## src/rtl/spi_master_multi.sv

```systemverilog
// rtl/spi_master_multi.sv - parametrised multi-CS SPI master, CPOL/CPHA per transfer; option macro SPI_LSB_FIRST_EN
module spi_master_multi #(
    parameter int DATA_W  = 16,
    parameter int CS_NUM  = 4,
    parameter int CLK_DIV = 4,
    localparam int CS_W   = (CS_NUM > 1) ? $clog2(CS_NUM) : 1
) (
    input  logic              sys_clk,
    input  logic              sys_rst,
    input  logic              spi_en,
    input  logic [1:0]        spi_mode,
    input  logic [CS_W-1:0]   spi_cs_sel,
    input  logic [DATA_W-1:0] spi_sdata,
    output logic [DATA_W-1:0] spi_rdata,
    output logic              spi_done,
    output logic              spi_busy,
    output logic [CS_NUM-1:0] spi_csn,
    output logic              spi_clk,
    output logic              spi_mosi,
    input  logic              spi_miso
);

    localparam int HC_W = $clog2(CLK_DIV);
    localparam int EC_W = $clog2(2*DATA_W+1);
    localparam logic [HC_W-1:0] HC_LAST = HC_W'(CLK_DIV-1);
    localparam logic [EC_W-1:0] EC_LAST = EC_W'(2*DATA_W-1);

    typedef enum logic [2:0] {
        S_IDLE,
        S_SETUP,
        S_XFER,
        S_HOLD,
        S_DONE
    } state_t;

    state_t            state;
    state_t            state_next;
    logic [HC_W-1:0]   hcnt;
    logic [EC_W-1:0]   ecnt;
    logic [1:0]        mode_q;
    logic [DATA_W-1:0] tx_sh;
    logic [DATA_W-1:0] rx_sh;
    logic [DATA_W-1:0] tx_next;
    logic              hc_last;
    logic              leading;

    // Out-of-range selects decode to no active line at all.
    function automatic logic [CS_NUM-1:0] cs_decode(input logic [CS_W-1:0] sel);
        logic [CS_NUM-1:0] csn;
        csn = '1;
        for (int i = 0; i < CS_NUM; i++) begin
            if (int'(sel) == i) csn[i] = 1'b0;
        end
        return csn;
    endfunction

    function automatic logic first_bit(input logic [DATA_W-1:0] d);
`ifdef SPI_LSB_FIRST_EN
        return d[0];
`else
        return d[DATA_W-1];
`endif
    endfunction

    function automatic logic [DATA_W-1:0] tx_advance(input logic [DATA_W-1:0] d);
`ifdef SPI_LSB_FIRST_EN
        return {1'b0, d[DATA_W-1:1]};
`else
        return {d[DATA_W-2:0], 1'b0};
`endif
    endfunction

    function automatic logic [DATA_W-1:0] rx_insert(input logic [DATA_W-1:0] d, input logic b);
`ifdef SPI_LSB_FIRST_EN
        return {b, d[DATA_W-1:1]};
`else
        return {d[DATA_W-2:0], b};
`endif
    endfunction

    assign hc_last = (hcnt == HC_LAST);
    // ecnt counts edges already issued, so the edge about to be issued is leading when ecnt is even.
    assign leading = ~ecnt[0];
    assign tx_next = tx_advance(tx_sh);

    // State register.
    always_ff @(posedge sys_clk or posedge sys_rst) begin
        if (sys_rst) state <= S_IDLE;
        else         state <= state_next;
    end

    // Next-state logic: each phase ends on the last cycle of its half-period.
    always_comb begin
        state_next = state;
        case (state)
            S_IDLE:  if (spi_en) state_next = S_SETUP;
            S_SETUP: if (hc_last) state_next = S_XFER;
            S_XFER:  if (hc_last && ecnt == EC_LAST) state_next = S_HOLD;
            S_HOLD:  if (hc_last) state_next = S_DONE;
            S_DONE:  state_next = S_IDLE;
            default: state_next = S_IDLE;
        endcase
    end

    // Datapath and registered pin outputs.
    always_ff @(posedge sys_clk or posedge sys_rst) begin
        if (sys_rst) begin
            hcnt      <= '0;
            ecnt      <= '0;
            mode_q    <= '0;
            tx_sh     <= '0;
            rx_sh     <= '0;
            spi_rdata <= '0;
            spi_done  <= 1'b0;
            spi_busy  <= 1'b0;
            spi_csn   <= '1;
            spi_clk   <= 1'b0;
            spi_mosi  <= 1'b0;
        end else begin
            spi_done <= 1'b0;
            if (state == S_SETUP || state == S_XFER || state == S_HOLD)
                hcnt <= hc_last ? '0 : hcnt + HC_W'(1);
            else
                hcnt <= '0;

            case (state)
                S_IDLE: begin
                    ecnt     <= '0;
                    spi_clk  <= spi_mode[1];
                    spi_mosi <= 1'b0;
                    spi_csn  <= '1;
                    spi_busy <= spi_en;
                    if (spi_en) begin
                        mode_q   <= spi_mode;
                        tx_sh    <= spi_sdata;
                        rx_sh    <= '0;
                        spi_csn  <= cs_decode(spi_cs_sel);
                        spi_mosi <= first_bit(spi_sdata);
                    end
                end
                S_XFER: begin
                    if (hc_last) begin
                        ecnt    <= ecnt + EC_W'(1);
                        spi_clk <= ~spi_clk;
                        // CPHA=0 samples on leading edges, CPHA=1 on trailing edges;
                        // the other edge shifts, except the very first and very last edge.
                        if (leading ^ mode_q[0]) begin
                            rx_sh <= rx_insert(rx_sh, spi_miso);
                        end else if (ecnt != '0 && ecnt != EC_LAST) begin
                            tx_sh    <= tx_next;
                            spi_mosi <= first_bit(tx_next);
                        end
                    end
                end
                S_HOLD: begin
                    if (hc_last) begin
                        spi_csn   <= '1;
                        spi_mosi  <= 1'b0;
                        spi_done  <= 1'b1;
                        spi_rdata <= rx_sh;
                    end
                end
                S_DONE: begin
                    spi_busy <= 1'b0;
                    spi_clk  <= mode_q[1];
                end
                default: ;
            endcase
        end
    end

endmodule

```

## config.mk

```make
export PLATFORM = sky130hd
export DESIGN_NAME = spi_master_multi
export DESIGN_NICKNAME = d
export VERILOG_FILES = /design/src/rtl/spi_master_multi.sv
export SDC_FILE = /design/constraint.sdc
export NUM_CORES = 1
export LEC_CHECK = 0
export CORE_MARGIN = 2
export CORE_UTILIZATION = 55
export CTS_CLUSTER_SIZE = 10
export DETAILED_ROUTE_END_ITERATION = 12
export HOLD_SLACK_MARGIN = 0.12
export PLACE_DENSITY_LB_ADDON = 0.12
export SKIP_CTS_REPAIR_TIMING = 1
export SYNTH_ARGS = -nofsm -noshare
export SYNTH_HDL_FRONTEND = slang
export SYNTH_SLANG_ARGS = --single-unit
```

## constraint.sdc

```tcl
create_clock -name sys_clk -period 4.7 [get_ports sys_clk]
set_input_delay 0.94 -clock sys_clk [delete_from_list [all_inputs] [get_ports sys_clk]]
set_output_delay 0.94 -clock sys_clk [all_outputs]
set_load 0.03 [all_outputs]
```

* Yosys cells after proc, flatten, opt, wreduce, memory -nomap -nowiden *
Cells that the tools add are included.

storage, ports and cells
  logic and storage cells = 92
  output and inout bits = 24
  bits in registers = 68
  bits of input ports = 24

operators by class
  eq/ne operators = 18
  bitwise gates (word level) = 3
  $add $sub $neg = 2
  multiplexer cells = 36
  reductions and logical operators = 21

operators by type and width
  operator               count
  $mux W15               4
  $mux W16               3
  $pmux W16 S2           1
  $pmux W15 S2           1
  $mux W1                12
  $mux W3                4
  $ne A2 B2 Y1 const B   6
  $pmux W3 S4            1
  $pmux W6 S2            1
  $reduce_and A2 Y1      5
  $reduce_and A5 Y1      2
  $mux W4                2
  $pmux W4 S2            1
  $reduce_and A4 Y1      2
  $add A6 B1 Y6 const B  1
  $eq A2 B2 Y1 const B   3
  $eq A3 B2 Y1 const B   2
  $eq A6 B5 Y1 const B   1
  $mux W6                1
  $ne A6 B5 Y1 const B   1
  $pmux W1 S3            2
  $reduce_bool A2 Y1     3
  $reduce_bool A3 Y1     2
  $reduce_bool A6 Y1     1
  other kinds (13)       18

* Longest topological paths before layout *
  depth after elaboration = 6
  gate-level depth with buffers = 9

* Worst setup path after synthesis *
Ideal clock, no wire load.

  path kind = input port to flip-flop
  start = input port spi_en
  end = register tx_sh[0]
  path slack = 2807 ps
  arrival = 1773 ps
  library setup time = 120 ps
  buffers on the path = 1
  stages = 5
  cells stage by stage = nand2b_1 -> a221oi_2 -> buf_2 -> a21boi_0 -> a41o_1

between the ends
  longest elaborated chain between the ends = 2

RTL lines
  item                         line  source
  from (decl)                  10    input logic spi_en,
  $ne A2 B2 Y1 (no line)       n/a
  $reduce_and A5 Y1 (no line)  n/a
  to (signal assigned)         135   tx_sh <= spi_sdata;
  to (signal assigned)         150   tx_sh <= tx_next;
  to (decl)                    41    logic [DATA_W-1:0] tx_sh;

Every way passes these cells.
A chain may end at the register's enable or synchronous reset.

* Final worst setup path *
  start = register spi_csn[0]
  end = output port spi_csn[0]

RTL lines
  item                    line  source
  from (decl)             17    output logic [CS_NUM-1:0] spi_csn,
  from (signal assigned)  137   spi_csn <= cs_decode(spi_cs_sel);

No word-level cell between the ends.

==> impl_metrics.json <==
{
  "cp_slowest_cell": "clkdlybuf4s50_1",
  "synthMuxAreaShare_pct": 5.35,
  "cp_num_buf_inv": 1,
  "max-cap-violations": 0,
  "yosys.area_share.simple_pct": 17.0,
  "register_area_sq_mm": 0.00171,
  "pre_cts_slack_ns": 1.99,
  "synth_cells": 311,
  "ys_types": 42,
  "critical_path_class": "register to primary output",
  "multi_input_area_sq_mm": 0.00121,
  "cp-start-kind": "register",
  "cts.clk_slew.worst_paths_ns": 0.06,
  "cts_buffers": 9,
  "synth_xor_area_share_pct": 2.31,
  "finalNonFillerCells": 429,
  "synth_area_leaders": "dfrtp_1, nand2_1, mux2i_1",
  "die_x_um": 78.3,
  "max_slew_margin_pct": 39.8,
  "crit_path_max_fanout": 2,
  "dr.pass1.iters": 5,
  "finalCritPeriodShare_pct": 52.7,
  "ir_drop_mv": 0.211,
  "hpwl_mm": 3.79,
  "yosys.area.top_type_share_pct": 52.7,
  "grt_max_degree": 46,
  "fill_cells": 445,
  "yosysWarnings": 0,
  "initial_core_util_pct": 56.2,
  "final.setup.tns_ns": 0,
  "rsz0062_at_grt": "false",
  "wl_per_cell_um": 13.3,
  "p_leak_nw": 1.77,
  "cp.arrival_ns": 1.54,
  "synth_edf_count": 0,
  "fmax_ghz": 0.404,
  "num_vias": 2324,
  "ant_nets": 0,
  "min_path_type": "register to register",
  "worst-path-stages": 1,
  "crit_required_ns": 3.76,
  "pin_count": 48,
  "syn_area_sq_mm": 0.00304,
  "endpoint_kind": "primary output",
  "final_max_slew_viol_count": 0,
  "r2r_cells": 6,
  "ys_seq_elements": 68,
  "htreeDepth": 3,
  "grt_pass1_vias": 2071,
  "hold_violations": 0,
  "drcViolationCount": 0,
  "overflow": 0,
  "clk_path_buf_depth": 2,
  "worst_hold_slack_ns": 0.446,
  "track_usage_pct": 21.4,
  "dp_cells": 413,
  "outcome": "complete, no violations",
  "syn_to_final_growth_pct": 22.4,
  "portBuffers": 47,
  "core_sq_mm": 0.00541,
  "synthAdderAreaFrac_pct": 1.24,
  "min_delay_path_depth": 1,
  "synth_top_cell_by_area": "dfrtp_1",
  "max_stage_delay_ns": 0.67,
  "layout_setup_ws_ns": 2.22,
  "synth-compound-area-share_pct": 13.8,
  "synth_top_family_by_area": "simple AND/OR/NAND/NOR gates",
  "clock-sinks": 68,
  "setup_violations": 0,
  "finalCriticalPeriod_ns": 2.48,
  "syn_avg_cell_area_sq_um": 9.77,
  "die_area_sq_mm": 0.00613,
  "cts_tree": "done",
  "tightest_slew_ns": 0.901,
  "drtIter0Drc": 221,
  "power.total_mw": 1.11,
  "cpLargestDelayFamily": "buffers and inverters",
  "vias_per_cell": 5.42,
  "clkLatencyLatePin_ns": 0.34,
  "drive_above_1_share_pct": 8.12,
  "grt_pass1_wl_mm": 10.1,
  "clockRootBuffer": "clkbuf_8",
  "rows": 27,
  "synthFlopType": "dfrtp_1",
  "cp_cell_sequence": "clkdlybuf4s50_1",
  "finClkSkew_ns": 0.00915,
  "antenna_cells": 0,
  "wl_mm": 5.70,
  "final_nets": 379,
  "yosysSeqAreaShare_pct": 56.2,
  "grt_antenna_before_repair": 0,
  "async_flop_share_pct": 100,
  "p_per_area_mw_per_mm2": 299,
  "die-height_um": 78.3,
  "finalWeightedCongestion": 0.806,
  "syn-num-nets": 338
}
[layer usage]
layer  vias up  track usage, %  part of all wire, %  routed length, um
met1      1121            30.2                   46               2640
met5         -               0                    0                  0
met2        50            31.3                   48               2750
met3         8            6.32                  4.3                243
met4         0            8.42                  1.2                 69
li1       1145               -                    -                  -
[synthesized netlist by cell type, types with 2 or more instances]
| cell type | count |
|---|---|
| mux2_2 | 2 |
| a221o_1 | 2 |
| a221oi_1 | 3 |
| o32a_1 | 2 |
| dfstp_2 | 4 |
| a31oi_1 | 14 |
| nand2_1 | 92 |
| nand4_1 | 2 |
| buf_2 | 7 |
| ha_1 | 3 |
| or2_2 | 3 |
| o21ai_0 | 19 |
| a21oi_1 | 19 |
| clkbuf_1 | 8 |
| nor4_1 | 2 |
| nand3_1 | 4 |
| and2_1 | 2 |
| o22a_1 | 2 |
| buf_6 | 2 |
| inv_1 | 6 |
| dfrtp_1 | 64 |
| nor2_1 | 9 |
| xor2_1 | 3 |
| xnor2_1 | 5 |
| nand2b_1 | 2 |
| mux2i_1 | 14 |
[registers in the layout, indices dropped and copies added (netlist names)]
name / flops
rx_sh: 16
spi_rdata: 16
tx_sh: 15
ecnt: 6
spi_csn: 4
state: 3
hcnt: 2
mode_q: 2
spi_busy: 1
spi_clk: 1
spi_done: 1
spi_mosi: 1
[stage by stage]
step | utilization (%) | area [sq um]
5_1_grt | 68.8 | 3720
6_report | 68.8 | 3720
3_5_place_dp | 65.0 | 3510
2_1_floorplan | - | 3040
3_3_place_gp | 65.0 | 3510
4_1_cts | 68.8 | 3720
[cells by family (layout without fill, tap and decap cells)]
| logic type | after synthesis | after routing |
|---|---|---|
| simple gates | 123 | 123 |
| flops | 68 | 68 |
| compound gates | 67 | 67 |
| buf+inv | 26 | 72 |
| mux | 16 | 16 |
| xor+xnor | 8 | 8 |
| fa+ha+maj | 3 | 3 |
[placed cells by master, fill, tap and decap left out, types with 2 or more instances in the layout]
cell type	synthesis	layout
a21oi_1	19	19
a221o_1	2	2
a221oi_1	3	3
a31oi_1	14	14
and2_1	2	2
buf_4	1	2
clkbuf_8	0	11
clkdlybuf4s50_1	0	47
clkinv_2	0	2
dfrtp_1	64	64
dfstp_2	4	4
ha_1	3	3
inv_1	6	5
mux2_2	2	2
mux2i_1	14	14
nand2_1	92	92
nand2b_1	2	2
nand3_1	4	4
nand4_1	2	2
nor2_1	9	9
nor4_1	2	2
o21ai_0	19	19
o22a_1	2	2
o32a_1	2	2
or2_2	3	3
xnor2_1	5	5
xor2_1	3	3
[worst paths after layout]
check | from | end | slack [ns]
min in group asynchronous | sys_rst | spi_rdata[7]$_DFFE_PP0P_ | 1.11
hold / removal | hcnt[0]$_DFF_PP0_ | hcnt[0]$_DFF_PP0_ | 0.45
hold reg to reg | hcnt[0]$_DFF_PP0_ | hcnt[0]$_DFF_PP0_ | 0.45
max in group asynchronous | sys_rst | spi_csn[2]$_DFFE_PP1P_ | 2.67
setup reg to reg | ecnt[0]$_DFFE_PP0P_ | tx_sh[4]$_DFFE_PP0P_ | 2.40
setup / recovery | spi_csn[0]$_DFFE_PP1P_ | spi_csn[0] | 2.22
[where the power goes]
| part | internal (mW) | switching [mW] | total, mW |
|---|---|---|---|
| Combinational | 0.0191 | 0.0169 | 0.0361 |
| Clock | 0.272 | 0.213 | 0.485 |
| Sequential | 0.588 | 0.00217 | 0.590 |
| Total | 0.879 | 0.232 | 1.11 |
[area by class of cell]
| type | instances | area share (%) |
|---|---|---|
| clock buffers | 12 | 4.17 |
| well taps | 72 | 2.42 |
| flip-flops and latches | 68 | 45.9 |
| clock inverters | 4 | 1.28 |
| multi-input cells | 217 | 32.4 |
| repair buffers | 49 | 13.1 |
| inverters | 7 | 0.707 |
No activity file was read; power rests on OpenSTA's default activity.
